==> src/rtl/mem_port_arb_pkg.sv <==
// ----------------------------------------------------------------------------
// mem_port_arb_pkg
// Shared definitions for the unified-SRAM port arbiter:
//   - owner tags carried down the read-return pipe (NONE / I / D / X)
//   - arbiter FSM state encoding
//   - width of the fetch starvation counter
//   - small helper that turns a grant plus byte enables into an owner tag
// No ports (package only).
// ----------------------------------------------------------------------------
package mem_port_arb_pkg;

  localparam int STARVE_W = 4;

  localparam logic [1:0] OWN_NONE = 2'd0;
  localparam logic [1:0] OWN_I    = 2'd1;
  localparam logic [1:0] OWN_D    = 2'd2;
  localparam logic [1:0] OWN_X    = 2'd3;

  typedef enum logic {
    ST_NORMAL  = 1'b0,
    ST_FAVOR_I = 1'b1
  } arb_state_e;

  // A granted access only earns a return slot when it is a read (no byte
  // enables set); writes travel down the pipe as NONE.
  function automatic logic [1:0] read_owner(input logic       gnt,
                                            input logic [3:0] we,
                                            input logic [1:0] owner);
    return (gnt && (we == 4'b0000)) ? owner : OWN_NONE;
  endfunction

endpackage

==> src/rtl/mem_port_arb_tag_pipe.sv <==
// ----------------------------------------------------------------------------
// mem_port_arb_tag_pipe
// DEPTH-deep shift register of 2-bit owner tags. A tag enters the cycle an
// access is granted and leaves DEPTH cycles later, lined up with the SRAM
// read data for that access.
// Ports:
//   clk      clock
//   clear    synchronous clear, flushes every stage to OWN_NONE
//   tag_in   owner tag of the access granted this cycle
//   tag_out  owner tag of the access whose data is on the SRAM bus now
// ----------------------------------------------------------------------------
module mem_port_arb_tag_pipe
  import mem_port_arb_pkg::*;
#(
  parameter int DEPTH = 1
) (
  input  logic       clk,
  input  logic       clear,
  input  logic [1:0] tag_in,
  output logic [1:0] tag_out
);

  logic [1:0] stage [DEPTH];

  // Clearing every stage is what kills reads that were in flight when the
  // clear hit, so they can never surface as a late rvalid.
  always_ff @(posedge clk) begin
    if (clear) begin
      for (int i = 0; i < DEPTH; i++) begin
        stage[i] <= OWN_NONE;
      end
    end else begin
      stage[0] <= tag_in;
      for (int i = 1; i < DEPTH; i++) begin
        stage[i] <= stage[i-1];
      end
    end
  end

  assign tag_out = stage[DEPTH-1];

endmodule

==> src/rtl/mem_port_arbiter.sv <==
// ----------------------------------------------------------------------------
// mem_port_arbiter
// Shares one single-port synchronous SRAM between the instruction-fetch port
// (i_*) and the MEM-stage data port (d_*). At most one access is granted per
// cycle; read data is steered back to its owner RD_LAT cycles later. Data
// normally has priority, but a fetch denied STARVE_LIMIT cycles in a row is
// forced to win the next cycle.
//
// Optional build macro MEM_PORT_ARB_DMA_EN adds a lowest-priority preload
// port (x_*) that is granted only when neither i nor d requests.
//
// Ports:
//   clk, rst                      clock, synchronous active-high reset
//   i_req/i_addr                  fetch request (read only)
//   i_gnt/i_rvalid/i_rdata        fetch grant and read return
//   d_req/d_addr/d_we/d_wdata     data request (d_we == 0 means read)
//   d_gnt/d_rvalid/d_rdata        data grant and load return
//   mem_en/mem_addr/mem_we/
//   mem_wdata/mem_rdata           SRAM macro interface
//   x_* (MEM_PORT_ARB_DMA_EN)     preload port, same shape as d_*
// ----------------------------------------------------------------------------
module mem_port_arbiter
  import mem_port_arb_pkg::*;
#(
  parameter int ADDR_W       = 32,
  parameter int RD_LAT       = 1,
  parameter int STARVE_LIMIT = 4
) (
  input  logic              clk,
  input  logic              rst,

  input  logic              i_req,
  input  logic [ADDR_W-1:0] i_addr,
  output logic              i_gnt,
  output logic              i_rvalid,
  output logic [31:0]       i_rdata,

  input  logic              d_req,
  input  logic [ADDR_W-1:0] d_addr,
  input  logic [3:0]        d_we,
  input  logic [31:0]       d_wdata,
  output logic              d_gnt,
  output logic              d_rvalid,
  output logic [31:0]       d_rdata,

  output logic              mem_en,
  output logic [ADDR_W-1:0] mem_addr,
  output logic [3:0]        mem_we,
  output logic [31:0]       mem_wdata,
  input  logic [31:0]       mem_rdata
`ifdef MEM_PORT_ARB_DMA_EN
  ,
  input  logic              x_req,
  input  logic [ADDR_W-1:0] x_addr,
  input  logic [3:0]        x_we,
  input  logic [31:0]       x_wdata,
  output logic              x_gnt,
  output logic              x_rvalid,
  output logic [31:0]       x_rdata
`endif
);

  localparam logic [STARVE_W-1:0] STARVE_LAST = STARVE_W'(STARVE_LIMIT - 1);
  localparam logic [STARVE_W-1:0] STARVE_MAX  = '1;

  arb_state_e          state, state_next;
  logic [STARVE_W-1:0] starve_cnt, starve_cnt_next;
  logic                starve_inc;

  logic                x_req_w;
  logic [ADDR_W-1:0]   x_addr_w;
  logic [3:0]          x_we_w;
  logic [31:0]         x_wdata_w;
  logic                x_gnt_w;

  logic [1:0]          tag_in, tag_out;

  // The preload port is folded into the arbitration through these internal
  // copies; in the two-way build they are tied off and the x branch of the
  // priority chain collapses away.
`ifdef MEM_PORT_ARB_DMA_EN
  assign x_req_w   = x_req;
  assign x_addr_w  = x_addr;
  assign x_we_w    = x_we;
  assign x_wdata_w = x_wdata;
  assign x_gnt     = x_gnt_w;
`else
  assign x_req_w   = 1'b0;
  assign x_addr_w  = '0;
  assign x_we_w    = '0;
  assign x_wdata_w = '0;
`endif

  // Arbiter state and starvation counter registers.
  always_ff @(posedge clk) begin
    if (rst) begin
      state      <= ST_NORMAL;
      starve_cnt <= '0;
    end else begin
      state      <= state_next;
      starve_cnt <= starve_cnt_next;
    end
  end

  // Grant decision and next-state logic. Everything is held off during reset
  // so nothing reaches the SRAM or the core while rst is high. In FAVOR_I the
  // fetch wins if it asks; the state always falls back to NORMAL after one
  // cycle because fetch is either granted or has stopped requesting.
  always_comb begin
    i_gnt           = 1'b0;
    d_gnt           = 1'b0;
    x_gnt_w         = 1'b0;
    state_next      = state;
    starve_inc      = 1'b0;
    starve_cnt_next = '0;

    if (!rst) begin
      if (state == ST_FAVOR_I && i_req) begin
        i_gnt = 1'b1;
      end else if (d_req) begin
        d_gnt = 1'b1;
      end else if (i_req) begin
        i_gnt = 1'b1;
      end else if (x_req_w) begin
        x_gnt_w = 1'b1;
      end

      starve_inc = i_req && !i_gnt;
      if (starve_inc && starve_cnt != STARVE_MAX) begin
        starve_cnt_next = starve_cnt + 1'b1;
      end else if (starve_inc) begin
        starve_cnt_next = starve_cnt;
      end

      case (state)
        ST_NORMAL: begin
          if (starve_inc && starve_cnt == STARVE_LAST) begin
            state_next = ST_FAVOR_I;
          end
        end
        ST_FAVOR_I: begin
          if (i_gnt || !i_req) begin
            state_next = ST_NORMAL;
          end
        end
        default: state_next = ST_NORMAL;
      endcase
    end
  end

  // SRAM request mux: drive the winner's command, or all zeros when idle.
  // Fetch is read-only so its write enables and data are forced to zero.
  always_comb begin
    mem_addr  = '0;
    mem_we    = '0;
    mem_wdata = '0;
    if (i_gnt) begin
      mem_addr  = i_addr;
    end else if (d_gnt) begin
      mem_addr  = d_addr;
      mem_we    = d_we;
      mem_wdata = d_wdata;
    end else if (x_gnt_w) begin
      mem_addr  = x_addr_w;
      mem_we    = x_we_w;
      mem_wdata = x_wdata_w;
    end
  end

  assign mem_en = i_gnt | d_gnt | x_gnt_w;

  // Owner tag of this cycle's access; writes enter the pipe as NONE so they
  // never produce an rvalid.
  always_comb begin
    tag_in = OWN_NONE;
    if (i_gnt) begin
      tag_in = OWN_I;
    end else if (d_gnt) begin
      tag_in = read_owner(d_gnt, d_we, OWN_D);
    end else if (x_gnt_w) begin
      tag_in = read_owner(x_gnt_w, x_we_w, OWN_X);
    end
  end

  mem_port_arb_tag_pipe #(
    .DEPTH (RD_LAT)
  ) u_tag_pipe (
    .clk     (clk),
    .clear   (rst),
    .tag_in  (tag_in),
    .tag_out (tag_out)
  );

  // Return steering. rdata is zeroed whenever its rvalid is low so a stale
  // SRAM word never leaks to a port that did not ask for it.
  assign i_rvalid = !rst && (tag_out == OWN_I);
  assign d_rvalid = !rst && (tag_out == OWN_D);
  assign i_rdata  = i_rvalid ? mem_rdata : 32'h0;
  assign d_rdata  = d_rvalid ? mem_rdata : 32'h0;

`ifdef MEM_PORT_ARB_DMA_EN
  assign x_rvalid = !rst && (tag_out == OWN_X);
  assign x_rdata  = x_rvalid ? mem_rdata : 32'h0;
`endif

endmodule

==> config.mk <==
export PLATFORM = sky130hd
export DESIGN_NAME = mem_port_arbiter
export DESIGN_NICKNAME = d
export VERILOG_FILES = /design/src/rtl/mem_port_arb_pkg.sv /design/src/rtl/mem_port_arb_tag_pipe.sv /design/src/rtl/mem_port_arbiter.sv
export SDC_FILE = /design/constraint.sdc
export NUM_CORES = 1
export LEC_CHECK = 0
export BUFFER_PORTS_ARGS = -buffer_cell sky130_fd_sc_hd__buf_2
export CELL_PAD_IN_SITES_DETAIL_PLACEMENT = 0
export CELL_PAD_IN_SITES_GLOBAL_PLACEMENT = 1
export CORE_AREA = 2 2 105 107
export DETAILED_ROUTE_END_ITERATION = 6
export DIE_AREA = 0 0 107 109
export PLACE_DENSITY = 0.81
export SLEW_MARGIN = 20
export SYNTH_ARGS = -nofsm -noshare
export SYNTH_HDL_FRONTEND = slang
export SYNTH_SLANG_ARGS = --single-unit
==> constraint.sdc <==
create_clock -name clk -period 1.72 [get_ports clk]
set_input_delay 0.344 -clock clk [delete_from_list [all_inputs] [get_ports clk]]
set_output_delay 0.344 -clock clk [all_outputs]
set_load 0.005 [all_outputs]
==> impl_metrics.env, run 1 <==
export IMPL_status="finished, violations left"
export IMPL_yosys_warnings=0
export IMPL_worstMarginPinSlew_ns=0.265
export IMPL_ioPinCount=273
export IMPL_synth_distinct_cells=23
export IMPL_start_util_pct=12.7
export IMPL_cp_cell_sequence="a211oi_4, buf_4, clkbuf_16, and2_4, buf_2"
export IMPL_grt_setup_unrepaired="true"
export IMPL_leakagePower_nw=1.93
export IMPL_io_buffers=272
export IMPL_swShare_pct=30.8
export IMPL_slew_headroom_pct=82.3
export IMPL_p_int_w=0.000606
export IMPL_holdCritPathClass="in -> reg"
export IMPL_drive_gt1_share_pct=70.1
export IMPL_cts_tree="done"
export IMPL_critPathMaxFanout=18
export IMPL_finClkSkew_ns=0.00395
export IMPL_overflow=0
export IMPL_reg2reg_depth=4
export IMPL_synthFlopType="dfxtp_1"
export IMPL_whs_ns=0.421
export IMPL_synthTopCellsByArea="and2_1 (47%), a22o_1 (13%), dfxtp_1 (10%)"
export IMPL_cp_data_arrival_time_ns=1.42
export IMPL_fmax_mhz=566
export IMPL_ant_nets=0
export IMPL_drt_wirelength_per_cell_um=14.4
export IMPL_grt_max_degree=37
export IMPL_grt_pass1_wl_mm=10.9
export IMPL_async_flop_share_pct=0
export IMPL_ys_seq_elements=7
export IMPL_worstHoldPathCells=2
export IMPL_endpoint_kind="primary output"
export IMPL_globalplace_congestion=0.855
export IMPL_syn_nets=317
export IMPL_cts_sinks=7
export IMPL_ys_seq_area_share_pct=10.4
export IMPL_clk_latency_ns=0.23
export IMPL_synth_common_cells="and2_1 (101), a22o_1 (20), a22o_2 (12)"
export IMPL_firstDrtPassIters=4
export IMPL_synth_area_sq_mm=0.00134
export IMPL_nNetsFinal=589
export IMPL_slowest_delay_ns=0.34
export IMPL_post_synth_top_area_cell="and2_1"
export IMPL_die_w_um=107
export IMPL_coreArea_sq_mm=0.0106
export IMPL_path_class="reg -> out"
export IMPL_pwr_share_comb_pct=53.9
export IMPL_vias_per_cell=4.06
export IMPL_remaining_drc_errors=0
export IMPL_cap_violations=0
export IMPL_pwr_share_clk_pct=26.9
export IMPL_synth_edf_count=0
export IMPL_numCtsBuffers=3
export IMPL_dp_hpwl_mm=7.07
export IMPL_clk_pin_slew_ns=0.04
export IMPL_vdd_drop_max_mv=0.159
export IMPL_finalMaxSlewViolations=0
export IMPL_violations="negative setup slack"
export IMPL_syn2layout_area_growth_pct=128
export IMPL_crit_path_start_kind="flop"
export IMPL_p_sw_w=0.000269
export IMPL_clockRootBuffer="clkbuf_8"
export IMPL_antenna_found_initial=1
export IMPL_syn_avg_cell_area_sq_um=7.47
export IMPL_syn_inst=180
export IMPL_clockBufferDepth=2
export IMPL_setup_viol=57
export IMPL_layout_setup_ws_ns=-0.0475
export IMPL_dieHeight_um=109
export IMPL_hold_violations=0
export IMPL_cp_required_ns=1.38
export IMPL_yosysMostFrequentCell="and2_1"
export IMPL_fillers=1159
export IMPL_row_count=38
export IMPL_routed_wl_mm=8.51
export IMPL_holdBufCountCts=0
export IMPL_vias=2401
export IMPL_fin_crit_ns=1.77
export IMPL_utilization_pct=28.9
export IMPL_grt_pass1_vias=2157
export IMPL_seqPwrFrac_pct=19.2
export IMPL_die_area_sq_mm=0.0117
export IMPL_fin_crit_sh_pct=103
export IMPL_drt_iter0_drc=70
export IMPL_power_density_mw_per_mm2=285
export IMPL_diodes=0
export IMPL_yosysTopAreaCellShare_pct=47.0
export IMPL_h_tree_depth=1
export IMPL_slowest_stage="dfxtp_2"
export IMPL_track_usage_pct=12.0
## worst max-delay path: cells and delay by family (launching register included)
family | cells | cell delay, ns
compound gates | 1 | 0.26
flops | 1 | 0.34
buf+inv | 3 | 0.45
simple gates | 1 | 0.15
## final timing paths
kind | startpoint | endpoint | slack, ns
worst max register to register | state$_SDFF_PP0_ | state$_SDFF_PP0_ | 0.54
worst min register to register | state$_SDFF_PP0_ | state$_SDFF_PP0_ | 0.47
worst max-delay path | state$_SDFF_PP0_ | mem_wdata[14] | -0.05
worst min-delay path | rst | u_tag_pipe.stage[0][0]$_SDFF_PP0_ | 0.42
## layer usage
layer  global-route usage, %  wire length (um)
met1                    13.0              3040
met5                       0                13
met4                    1.39                63
met2                    24.0              4520
met3                    2.87               868
## kinds of logic after synthesis
| kind of cell | Yosys count | share of synthesized area [%] |
|---|---|---|
| xor+xnor | 1 | 0.652 |
| buf+inv | 17 | 6.61 |
| simple gates | 118 | 56.0 |
| flops | 7 | 10.4 |
| compound gates | 34 | 23.9 |
| fa+ha+maj | 1 | 0.931 |
| mux | 2 | 1.49 |
## stage by stage
| stage | worst slack (ns) | instances | setup TNS (ns) | area [sq um] | total power, W |
|---|---|---|---|---|---|
| after CTS | -0.0647 | 587 | -2.13 | 2990 | 0.000865 |
| after global placement | -0.0214 | 581 | -0.0390 | 2890 | 0.000598 |
| final | -0.0475 | 591 | -1.19 | 3070 | 0.000875 |
| after detailed placement | -0.0447 | 581 | -0.138 | 2890 | 0.000602 |
| after floorplan | 0.165 | 180 | 0 | 1340 | 0.000315 |
| after global routing | -0.126 | 591 | -6.60 | 3070 | 0.000932 |
## cell usage in the layout (no fill, tap or decap), drive strengths merged, types with 2 or more instances in the layout
cell	count
clkbuf	6
buf	281
nor3b	5
and2	101
nor4	2
dfxtp	7
nor2	3
nand3	2
mux2i	2
a22o	32
## cell type report
cell class                      instances  area, sq um  share of cell area, %
Timing Repair Buffer                  283         1550                   50.6
Clock buffer                            4         45.0                   1.47
Multi-Input combinational cell        156         1150                   37.5
Inverter                                1         3.75                  0.122
Sequential cell                         7          141                   4.61
Tap cell                              140          175                   5.71
## power groups by stage
stage / clock network, W / registers, W / logic [W]
after floorplan: 0 / 0.000170 / 0.000145
after global placement: 0 / 0.000170 / 0.000428
after detailed placement: 0 / 0.000170 / 0.000432
after CTS: 0.000243 / 0.000168 / 0.000455
after global routing: 0.000250 / 0.000168 / 0.000514
final: 0.000236 / 0.000168 / 0.000472
## sequential cells by signal (all words and copies together), names as in the netlist
register and count:
starve_cnt 4, u_tag_pipe.stage 2, state 1
## what timing repair did
action / in CTS / in global routing
endpoints found under the hold margin: 0 / 0
endpoints found under the setup margin: 69 / 78
resized for setup: 11 / 3
buffers inserted: 1 / 2
pin swaps: 4 / 0
cloned: 1 / 2
Note: power is estimated with default switching activity, not from simulation.
==> inputs of run 2 (changes only) <==
BUFFER_PORTS_ARGS = -buffer_cell sky130_fd_sc_hd__buf_4   (was -buffer_cell sky130_fd_sc_hd__buf_2)
RECOVER_POWER = 100   (was default)
==> run 2 against run 1 <==
The run still ends with negative setup slack left. Maximum frequency down 0.54%. Wire length down 0.95%. Worst setup slack worse by 0.0096 ns. Critical path type unchanged. Die area unchanged.
==> impl_metrics.env, run 2 (synthesized netlist as in run 1, its figures left out) <==
export IMPL_finClkSkew_ns=0.00185
export IMPL_ant_nets=0
export IMPL_violations="negative setup slack"
export IMPL_path_common_cell="buf_4"
export IMPL_numCtsBuffers=3
export IMPL_layout_setup_ws_ns=-0.0571
export IMPL_die_area_sq_mm=0.0117
export IMPL_whs_ns=0.432
export IMPL_die_w_um=107
export IMPL_slew_headroom_pct=81.2
export IMPL_diodes=0
export IMPL_instances_no_fill=589
export IMPL_largest_register_ffs=4
export IMPL_overflow=0
export IMPL_fin_crit_sh_pct=103
export IMPL_io_buffers=272
export IMPL_grt_pass1_vias=2257
export IMPL_seq_area_sq_um=144
export IMPL_cap_violations=0
export IMPL_endpoint_kind="primary output"
export IMPL_fillers=1104
export IMPL_grt_setup_unrepaired="true"
export IMPL_dp_cells=582
export IMPL_antenna_found_initial=0
export IMPL_cts_sinks=7
export IMPL_vias=2359
export IMPL_remaining_drc_errors=0
export IMPL_fmax_mhz=563
export IMPL_slowest_stage="dfxtp_4"
export IMPL_leakagePower_nw=2.02
export IMPL_track_usage_pct=12.7
export IMPL_start_util_pct=12.7
export IMPL_utilization_pct=34.5
export IMPL_dieHeight_um=109
export IMPL_finalPower_w=0.000983
export IMPL_firstDrtPassIters=4
export IMPL_h_tree_depth=1
export IMPL_drt_wirelength_per_cell_um=14.3
export IMPL_clk_pin_slew_ns=0.04
export IMPL_slowest_delay_ns=0.36
export IMPL_coreArea_sq_mm=0.0106
export IMPL_setup_viol=49
export IMPL_grt_max_degree=35
export IMPL_vdd_drop_max_mv=0.183
export IMPL_worstHoldPathCells=2
export IMPL_vias_per_cell=4.01
export IMPL_row_count=38
export IMPL_power_density_mw_per_mm2=269
export IMPL_fin_crit_ns=1.78
export IMPL_hold_path_end="u_tag_pipe.stage[0][0]$_SDFF_PP0_"
export IMPL_syn2layout_area_growth_pct=172
export IMPL_reg_largest_list="starve_cnt: 4 flops, u_tag_pipe.stage: 2 flops, state: 1 flops"
export IMPL_crit_path_start_kind="flop"
export IMPL_hold_start="rst"
export IMPL_worstMarginPinSlew_ns=0.281
export IMPL_cp_cell_sequence="a211oi_4, buf_4, buf_16, and2_1, buf_4"
export IMPL_routed_wl_mm=8.43
export IMPL_cp_required_ns=1.38
export IMPL_layout_commonest_cell="buf_4"
export IMPL_cp_data_arrival_time_ns=1.43
export IMPL_hold_violations=0
export IMPL_clockRootBuffer="clkbuf_8"
export IMPL_cts_tree="done"
export IMPL_holdCritPathClass="in -> reg"
export IMPL_drt_iter0_drc=123
export IMPL_drive_gt1_share_pct=67.9
export IMPL_rr_endpoint="state$_SDFF_PP0_"
export IMPL_globalplace_congestion=0.812
export IMPL_clk_latency_ns=0.22
export IMPL_finalMaxSlewViolations=0
export IMPL_status="finished, violations left"
export IMPL_cp_top_family="buffers and inverters"
export IMPL_multi_input_area_sq_mm=0.00114
export IMPL_r2r_start="state$_SDFF_PP0_"
export IMPL_grt_pass1_wl_mm=11.7
export IMPL_critPathMaxFanout=24
export IMPL_path_class="reg -> out"
export IMPL_reg2reg_depth=4
export IMPL_dp_hpwl_mm=7.36
export IMPL_placed_area_sq_mm=0.00358
export IMPL_path_buf_inv=3
export IMPL_post_route_cell_area_sq_mm=0.00366
export IMPL_regMostFlops="starve_cnt"
export IMPL_ioPinCount=273
export IMPL_final_cell_mix="buf_4 (273), and2_1 (99), a22o_1 (20)"
export IMPL_clockBufferDepth=2
export IMPL_nNetsFinal=587
export IMPL_regToRegSetupSlack_ns=0.52
-- run 2: cell count changes in the layout (fill, tap and decap cells not counted), sizes merged --
cell	change
buf	-3
clkbuf	+1
-- run 2: area by class of cell --
type / count / area share (%)
well taps: 140 / 4.79
multi-input cells: 156 / 31.1
repair buffers: 281 / 58.9
inverters: 1 / 0.103
clock buffers: 4 / 1.23
flip-flops and latches: 7 / 3.93
-- run 2: power by group --
group | switching, W | leakage, nW | internal (W)
clock network | 0.0000680 | 0.0228 | 0.000160
registers | 0.00000266 | 0.0575 | 0.000164
logic | 0.000193 | 1.94 | 0.000395
-- run 2: worst max-delay path by stage --
stage                startpoint            end  cells past startpoint
6_report       state$_SDFF_PP0_  mem_wdata[26]                      5
5_1_grt        state$_SDFF_PP0_    mem_addr[3]                      5
4_1_cts        state$_SDFF_PP0_  mem_wdata[26]                      5
3_5_place_dp              d_req   mem_addr[12]                      6
3_3_place_gp                rst   mem_wdata[0]                      5
2_1_floorplan             d_req   mem_addr[22]                      4
-- run 2: stage by stage --
stage               worst slack [ns]  setup TNS [ns]
floorplan                      0.165               0
global placement              0.0544               0
detailed placement            0.0344               0
CTS                          -0.0502          -0.945
global route                  -0.142          -11.51
finish                       -0.0571           -1.61
-- run 2: repair_timing --
item,in CTS,in global routing
setup buffers,2,0
pin swaps,3,0
resized for setup,8,1
gates cloned,1,0
setup endpoints to repair,69,70
hold buffers,0,0
-- run 2: routing by layer --
layer  part of all wire [%]  GRT usage (%)  wire length, um  vias to the layer above
met5                      0              0                0                        -
met4                   0.75           2.04               63                        0
met3                     10           2.93              875                        4
met2                     53           25.1             4470                      168
met1                     36           14.0             3020                     1044
li1                       -              -                -                     1143
